### src/rtl/shift_reg_univ.sv
// rtl/shift_reg_univ.sv - universal shift register with start/busy/done shift-by-N sequencing
// Optional abort input enabled by defining SHIFT_REG_UNIV_ABORT_EN.
module shift_reg_univ #(
  parameter int WIDTH = 8,
  parameter int AMT_W = 4
) (
  input  logic             clk,
  input  logic             rst_n,
  input  logic             load,
  input  logic [WIDTH-1:0] pin,
  input  logic             start,
  input  logic [1:0]       mode,
  input  logic [AMT_W-1:0] amt,
  input  logic             ser_in,
`ifdef SHIFT_REG_UNIV_ABORT_EN
  input  logic             abort,
`endif
  output logic [WIDTH-1:0] Q,
  output logic             ser_out,
  output logic             busy,
  output logic             done
);

  localparam logic [1:0] S_IDLE  = 2'd0;
  localparam logic [1:0] S_SHIFT = 2'd1;
  localparam logic [1:0] S_DONE  = 2'd2;

  localparam logic [AMT_W-1:0] CNT_ONE  = {{(AMT_W-1){1'b0}}, 1'b1};
  localparam logic [AMT_W-1:0] CNT_ZERO = '0;

  logic [1:0]       r_state;
  logic [1:0]       r_mode;
  logic [AMT_W-1:0] r_cnt;
  logic [WIDTH-1:0] r_q;
  logic [WIDTH-1:0] w_shifted;
  logic             w_abort;

`ifdef SHIFT_REG_UNIV_ABORT_EN
  assign w_abort = abort;
`else
  assign w_abort = 1'b0;
`endif

  // Mode bit 0 selects direction (left), bit 1 selects serial fill instead of rotate.
  always_comb begin
    w_shifted = r_q;
    case (r_mode)
      2'b00:   w_shifted = {r_q[0], r_q[WIDTH-1:1]};
      2'b01:   w_shifted = {r_q[WIDTH-2:0], r_q[WIDTH-1]};
      2'b10:   w_shifted = {ser_in, r_q[WIDTH-1:1]};
      default: w_shifted = {r_q[WIDTH-2:0], ser_in};
    endcase
  end

  always_ff @(posedge clk or negedge rst_n) begin
    if (!rst_n) begin
      r_state <= S_IDLE;
      r_mode  <= 2'b00;
      r_cnt   <= CNT_ZERO;
      r_q     <= '0;
    end else begin
      case (r_state)
        S_IDLE: begin
          if (load) begin
            r_q <= pin;
          end else if (start) begin
            r_mode <= mode;
            if (amt != CNT_ZERO) begin
              r_cnt   <= amt;
              r_state <= S_SHIFT;
            end else begin
              r_state <= S_DONE;
            end
          end
        end
        S_SHIFT: begin
          if (w_abort) begin
            r_cnt   <= CNT_ZERO;
            r_state <= S_IDLE;
          end else begin
            r_q   <= w_shifted;
            r_cnt <= r_cnt - CNT_ONE;
            if (r_cnt == CNT_ONE) begin
              r_state <= S_DONE;
            end
          end
        end
        S_DONE: begin
          r_state <= S_IDLE;
        end
        default: begin
          r_state <= S_IDLE;
        end
      endcase
    end
  end

  assign Q       = r_q;
  assign ser_out = r_mode[0] ? r_q[WIDTH-1] : r_q[0];
  assign busy    = (r_state == S_SHIFT);
  assign done    = (r_state == S_DONE);

endmodule
### config.mk
export PLATFORM = sky130hd
export DESIGN_NAME = shift_reg_univ
export DESIGN_NICKNAME = d
export VERILOG_FILES = /design/src/rtl/shift_reg_univ.sv
export SDC_FILE = /design/constraint.sdc
export NUM_CORES = 1
export LEC_CHECK = 0
export CAP_MARGIN = 20
export CORE_MARGIN = 5
export CORE_UTILIZATION = 35
export DETAILED_ROUTE_END_ITERATION = 10
export GPL_TIMING_DRIVEN = 0
export PLACE_DENSITY = 0.72
export RECOVER_POWER = 50
export SLEW_MARGIN = 5
export SYNTH_ARGS = -nofsm -noshare
export SYNTH_HDL_FRONTEND = slang
export SYNTH_SLANG_ARGS = --single-unit
### constraint.sdc
create_clock -name clk -period 1.3 [get_ports clk]
set_input_delay 0.26 -clock clk [delete_from_list [all_inputs] [get_ports clk]]
set_output_delay 0.26 -clock clk [all_outputs]
set_load 0.01 [all_outputs]
### After elaboration in Yosys (flattened, before gate mapping)

Index checks and enable logic that the tools add are counted.

| storage, ports and cells | value |
|---|---|
| register bits after elaboration | 16 |
| word-level logic and storage cells | 37 |

| cells by class | value |
|---|---|
| add/sub/neg operators | 1 |
| equality and inequality tests | 10 |
| muxes and demuxes | 13 |
| bitwise gates (word level) | 1 |
| reduce and logical (&&, ||, !) cells | 8 |

Operator list:

| cell | count |
|---|---|
| $pmux 8 s3 | 1 |
| $pmux 8 s2 | 1 |
| $mux 4 | 3 |
| $mux 2 | 4 |
| $mux 8 | 1 |
| $ne 2x2->1 const B | 4 |
| $pmux 4 s2 | 1 |
| $reduce_and 3->1 | 2 |
| $eq 2x1->1 const B | 2 |
| $eq 2x2->1 const B | 2 |
| $eq 4x1->1 const B | 1 |
| $logic_not 2->1 | 2 |
| $pmux 2 s2 | 1 |
| $reduce_and 4->1 | 1 |
| $reduce_bool 4->1 | 1 |
| $sub 4x1->4 const B | 1 |
| $ne 2x1->1 const B | 1 |
| $reduce_and 2->1 | 1 |
| $reduce_bool 2->1 | 1 |
| $mux 1 | 1 |
| $not 1->1 | 1 |

### Longest topological paths before layout

| depth | value |
|---|---|
| depth after elaboration | 5 |
| gate-level depth with buffers | 5 |
| mapped depth without buffers | 5 |

### Worst setup path before layout

Ideal clock, no wire load.

| timing | value |
|---|---|
| kind | reg-to-reg |
| from | register r_cnt[0] |
| to | register r_cnt[3] |
| arrival time | 1292 ps |
| slack | -118 ps |
| stages on the path, launching flop included | 4 |
| buffers on the path | 0 |
| period minus slack after synthesis | 1418 ps |
| path through | dfrtp_1 -> or4b_1 -> mux2_2 -> o32a_1 |

| on the way | value |
|---|---|
| cells in the longest elaborated chain, start to end | 2 |

RTL lines:

| what | line | text |
|---|---|---|
| from (decl) | 33 | `logic [AMT_W-1:0] r_cnt;` |
| from (signal assigned) | 69 | `r_cnt <= amt;` |
| from (signal assigned) | 82 | `r_cnt <= r_cnt - CNT_ONE;` |
| $sub 4x1->4 | 82 |  |
| $pmux 4 s2 | 62 | `case (r_state)` |

No other way between the ends.
A chain may end at the register's enable or synchronous reset.

### Worst setup path after layout

| timing | value |
|---|---|
| from | register r_q[0] (netlist: Q[0]) |
| to | output ser_out |

| on the way | value |
|---|---|
| cells in the longest elaborated chain, start to end | 1 |

RTL lines:

| what | line | text |
|---|---|---|
| from (decl) | 34 | `logic [WIDTH-1:0] r_q;` |
| from (signal assigned) | 65 | `r_q <= pin;` |
| from (signal assigned) | 81 | `r_q <= w_shifted;` |
| $mux 1 | 99 | `assign ser_out = r_mode[0] ? r_q[WIDTH-1] : r_q[0];` |
| to (decl) | 19 | `output logic ser_out,` |

No other way between the ends.

==> metrics.yaml <==
power:
  ir_drop_v: 0.001521
  power_frac_comb_pct: 69.8
  p_per_area_nw_per_um2: 2397
  switchingPower_mw: 1.775
  swShare_pct: 40.35
  p_leak_nw: 0.7966
  seqPwrFrac_pct: 22.2
  clkPwrFrac_pct: 7.9
  power.internal_mw: 2.624
synthesis:
  synth_cell_type_count: 32
  synthSimpleGateAreaFrac_pct: 19.75
  synth-xor-area-share_pct: 0
  synth_nets: 116
  synthAdderAreaFrac_pct: 2.548
  ys_seq_area_share_pct: 40.76
  netlist.area_leader.share_pct: 40.76
  muxShareOfSynthArea_pct: 11.72
  synth_top_area_cell: "dfrtp_1"
  synth-compound-area-share_pct: 21.66
  yosys_warnings: 0
  synthTopCellsByArea: "dfrtp_1 41%, mux2i_1 7.1%, a221oi_1 5.4%"
  syn_area_per_cell_um2: 10.34
  syn_area_um2: 982.2
  synth_cells: 95
  synth_top_family_by_area: "compound AO/OA/AOI/OAI gates"
  ys_ff_latch: 16
global_route:
  grt_max_degree: 17
  grt_pass1_wl_mm: 5.313
  antenna_found_initial: 0
  grt_usage_pct: 16.43
  grt_pass1_vias: 1159
  grt_overflow_total: 0
routing:
  wl_met1_mm: 1.408
  routed.top_layer: "met4"
  dr_wl_met2_mm: 1.874
  post_drt_via_cell_ratio: 5.750
  vias: 1104
  route.detailed.drc: 0
  post_drt_wl_per_cell_um: 19.29
  drt-pass1-iter-count: 4
  drt_iter0_markers: 47
  postRouteAntennaNets: 0
  met3_wirelength_um: 284
  drt-total-wl_mm: 3.703
clock_tree:
  htree_levels: 1
  cts_tree: "yes"
  numCtsBuffers: 3
  clock-sinks: 16
  clk_path_buf_depth: 2
  hold_buffers: 0
  ctsRootBufferMaster: "clkbuf_4"
  clk_latency_ps: 300
  path_clk_slew_ps: 110
cells_and_area:
  area_growth_pct: 86.88
  fin_area_um2: 1836
  final_nets: 183
  final_cell_mix: "29 x buf_4, 14 x dfrtp_1, 13 x clkdlybuf4s50_1"
  final_common_cell: "buf_4"
  drive_above_1_share_pct: 49.07
  postLayoutCoreUtil_pct: 67.14
  diodes: 0
  instances_no_fill: 192
  fillers: 208
sta:
  drv_slew: 0
  worst_slew_pin_slew_ps: 778.5
  fmax_ghz: 0.6654
  period_needed_ps: 1503
  hold_viol: 0
  relSlewSlack_pct: 47.93
  clock_skew_ps: 11.88
  layout_setup_ws_ps: -202.8
  whs_ps: 462.5
  setup-violations-final: 11
  rsz0062_at_grt: "true"
  finalCritPeriodShare_pct: 115.6
die:
  initial_core_util_pct: 35.93
  die-width_um: 62.98
  rows: 19
  die-area_um2: 3966
  core-area_um2: 2734
  die-height_um: 62.98
  ios: 30
worst_setup_path:
  cp_max_fo: 2
  cp_cell_sequence: "buf_6 > mux2_4 > buf_6"
  max_stage_delay_ps: 420
  worstPathRequired_ps: 1040
  worst_ep_arrival_time_ps: 1240
  worstSetupPathType: "reg2out"
  cpMostUsedCell: "buf_6"
  worstSetupStartpointType: "register"
  crit_slowest_cell: "dfrtp_1"
  crit_path_end_kind: "output pin"
placed_design:
  dpl-instance-area_um2: 1311
  pre_cts_slack_ps: -557.1
  hpwl_mm: 1.965
  dp.cells: 155
  io_buffers: 29
  gp_congestion: 0.8716
run_status:
  violations: "setup timing"
  run_status: "finished, violations left"
flow_run:
  maxCapViolCount: 0
hold_path:
  hold_path.class: "in2reg"
layout make-up:
| type | count | area [um^2] | area share, % |
|---|---|---|---|
| clock buffers | 4 | 36.28 | 1.977 |
| well taps | 31 | 38.79 | 2.113 |
| plain buffers | 3 | 33.78 | 1.840 |
| inverters | 4 | 20.02 | 1.091 |
| multi-input cells | 71 | 740.7 | 40.35 |
| repair buffers | 63 | 563.0 | 30.67 |
| flip-flops and latches | 16 | 402.9 | 21.95 |
cells in the mapped netlist:
library cell  instances
nand2b_4              1
nor2b_1               8
o41ai_1               1
nand2_1               5
nand2b_1              3
a41oi_1               1
o2bb2ai_1             1
or4b_1                1
o32a_1                1
nor2_1                2
inv_1                 3
clkbuf_1              2
o21bai_1              2
a21oi_1               6
and2b_1               1
ha_1                  2
o22ai_1               7
nor4_1                2
a2111oi_0             1
nor3b_1               2
nor4b_2               1
nand3b_1              2
buf_2                 2
dfrtp_1              16
a22o_1                1
nor4bb_1              1
mux2i_1               7
mux2_2                4
inv_4                 1
o31a_1                1
a2bb2oi_1             1
a221oi_1              6
path summary, 6_finish.rpt:
check	from	endpoint	slack (ps)	cells after the start
setup / recovery	Q[0]$_DFFE_PN0P_	ser_out	-200	3
hold / removal	amt[1]	r_cnt[1]$_DFFE_PN0P_	460	3
setup reg to reg	r_cnt[0]$_DFFE_PN0P_	r_cnt[3]$_DFFE_PN0P_	-160	3
hold reg to reg	r_cnt[3]$_DFFE_PN0P_	r_state[0]$_DFFE_PN0P_	620	2
max in group asynchronous	rst_n	r_state[1]$_DFFE_PN0P_	290	1
min in group asynchronous	rst_n	Q[3]$_DFFE_PN0P_	470	1
logic make-up after synthesis:
family	Yosys count
AOI/OAI and AO/OA	29
adders and majority gates	2
buffers and inverters	8
DFF	16
muxes	11
and+or+nand+nor	29
per-layer routing:
metal | GRT usage [%] | vias up
met5 | 0 | -
met2 | 28.72 | 56
met1 | 18.58 | 539
li1 | - | 497
met4 | 4.775 | 0
met3 | 5.755 | 12
sequential cells by signal, summed over array words and instances, names as in the netlist:
| signal | flops |
|---|---|
| r_mode | 2 |
| r_cnt | 4 |
| r_state | 2 |
| Q | 8 |
power by group through the flow:
stage | registers, mW | logic [mW] | clock network [mW]
finish | 0.978 | 3.07 | 0.349
global route | 1.00 | 3.26 | 0.383
CTS | 0.917 | 2.46 | 0.352
detailed placement | 1.06 | 1.65 | 0
global placement | 1.04 | 1.61 | 0
floorplan | 1.03 | 1.01 | 0
per-stage QoR:
step	power [mW]	TNS (ps)
2_1_floorplan	2.047	-118.3
5_1_grt	4.641	-1702
3_3_place_gp	2.655	-7913
3_5_place_dp	2.714	-8159
6_report	4.399	-1131
4_1_cts	3.730	-798.1
critical path, delay by kind of cell, from the launching register on:
kind	cells	cell delay, ps
buf+inv	2	250
mux	1	260
flops	1	420
timing repair:
action	CTS	global route
endpoints found under the hold margin	0	0
resized for setup	54	31
setup endpoints to repair	26	19
pin swaps	8	9
buffers inserted	25	10
(Power assumes the default switching activity.)
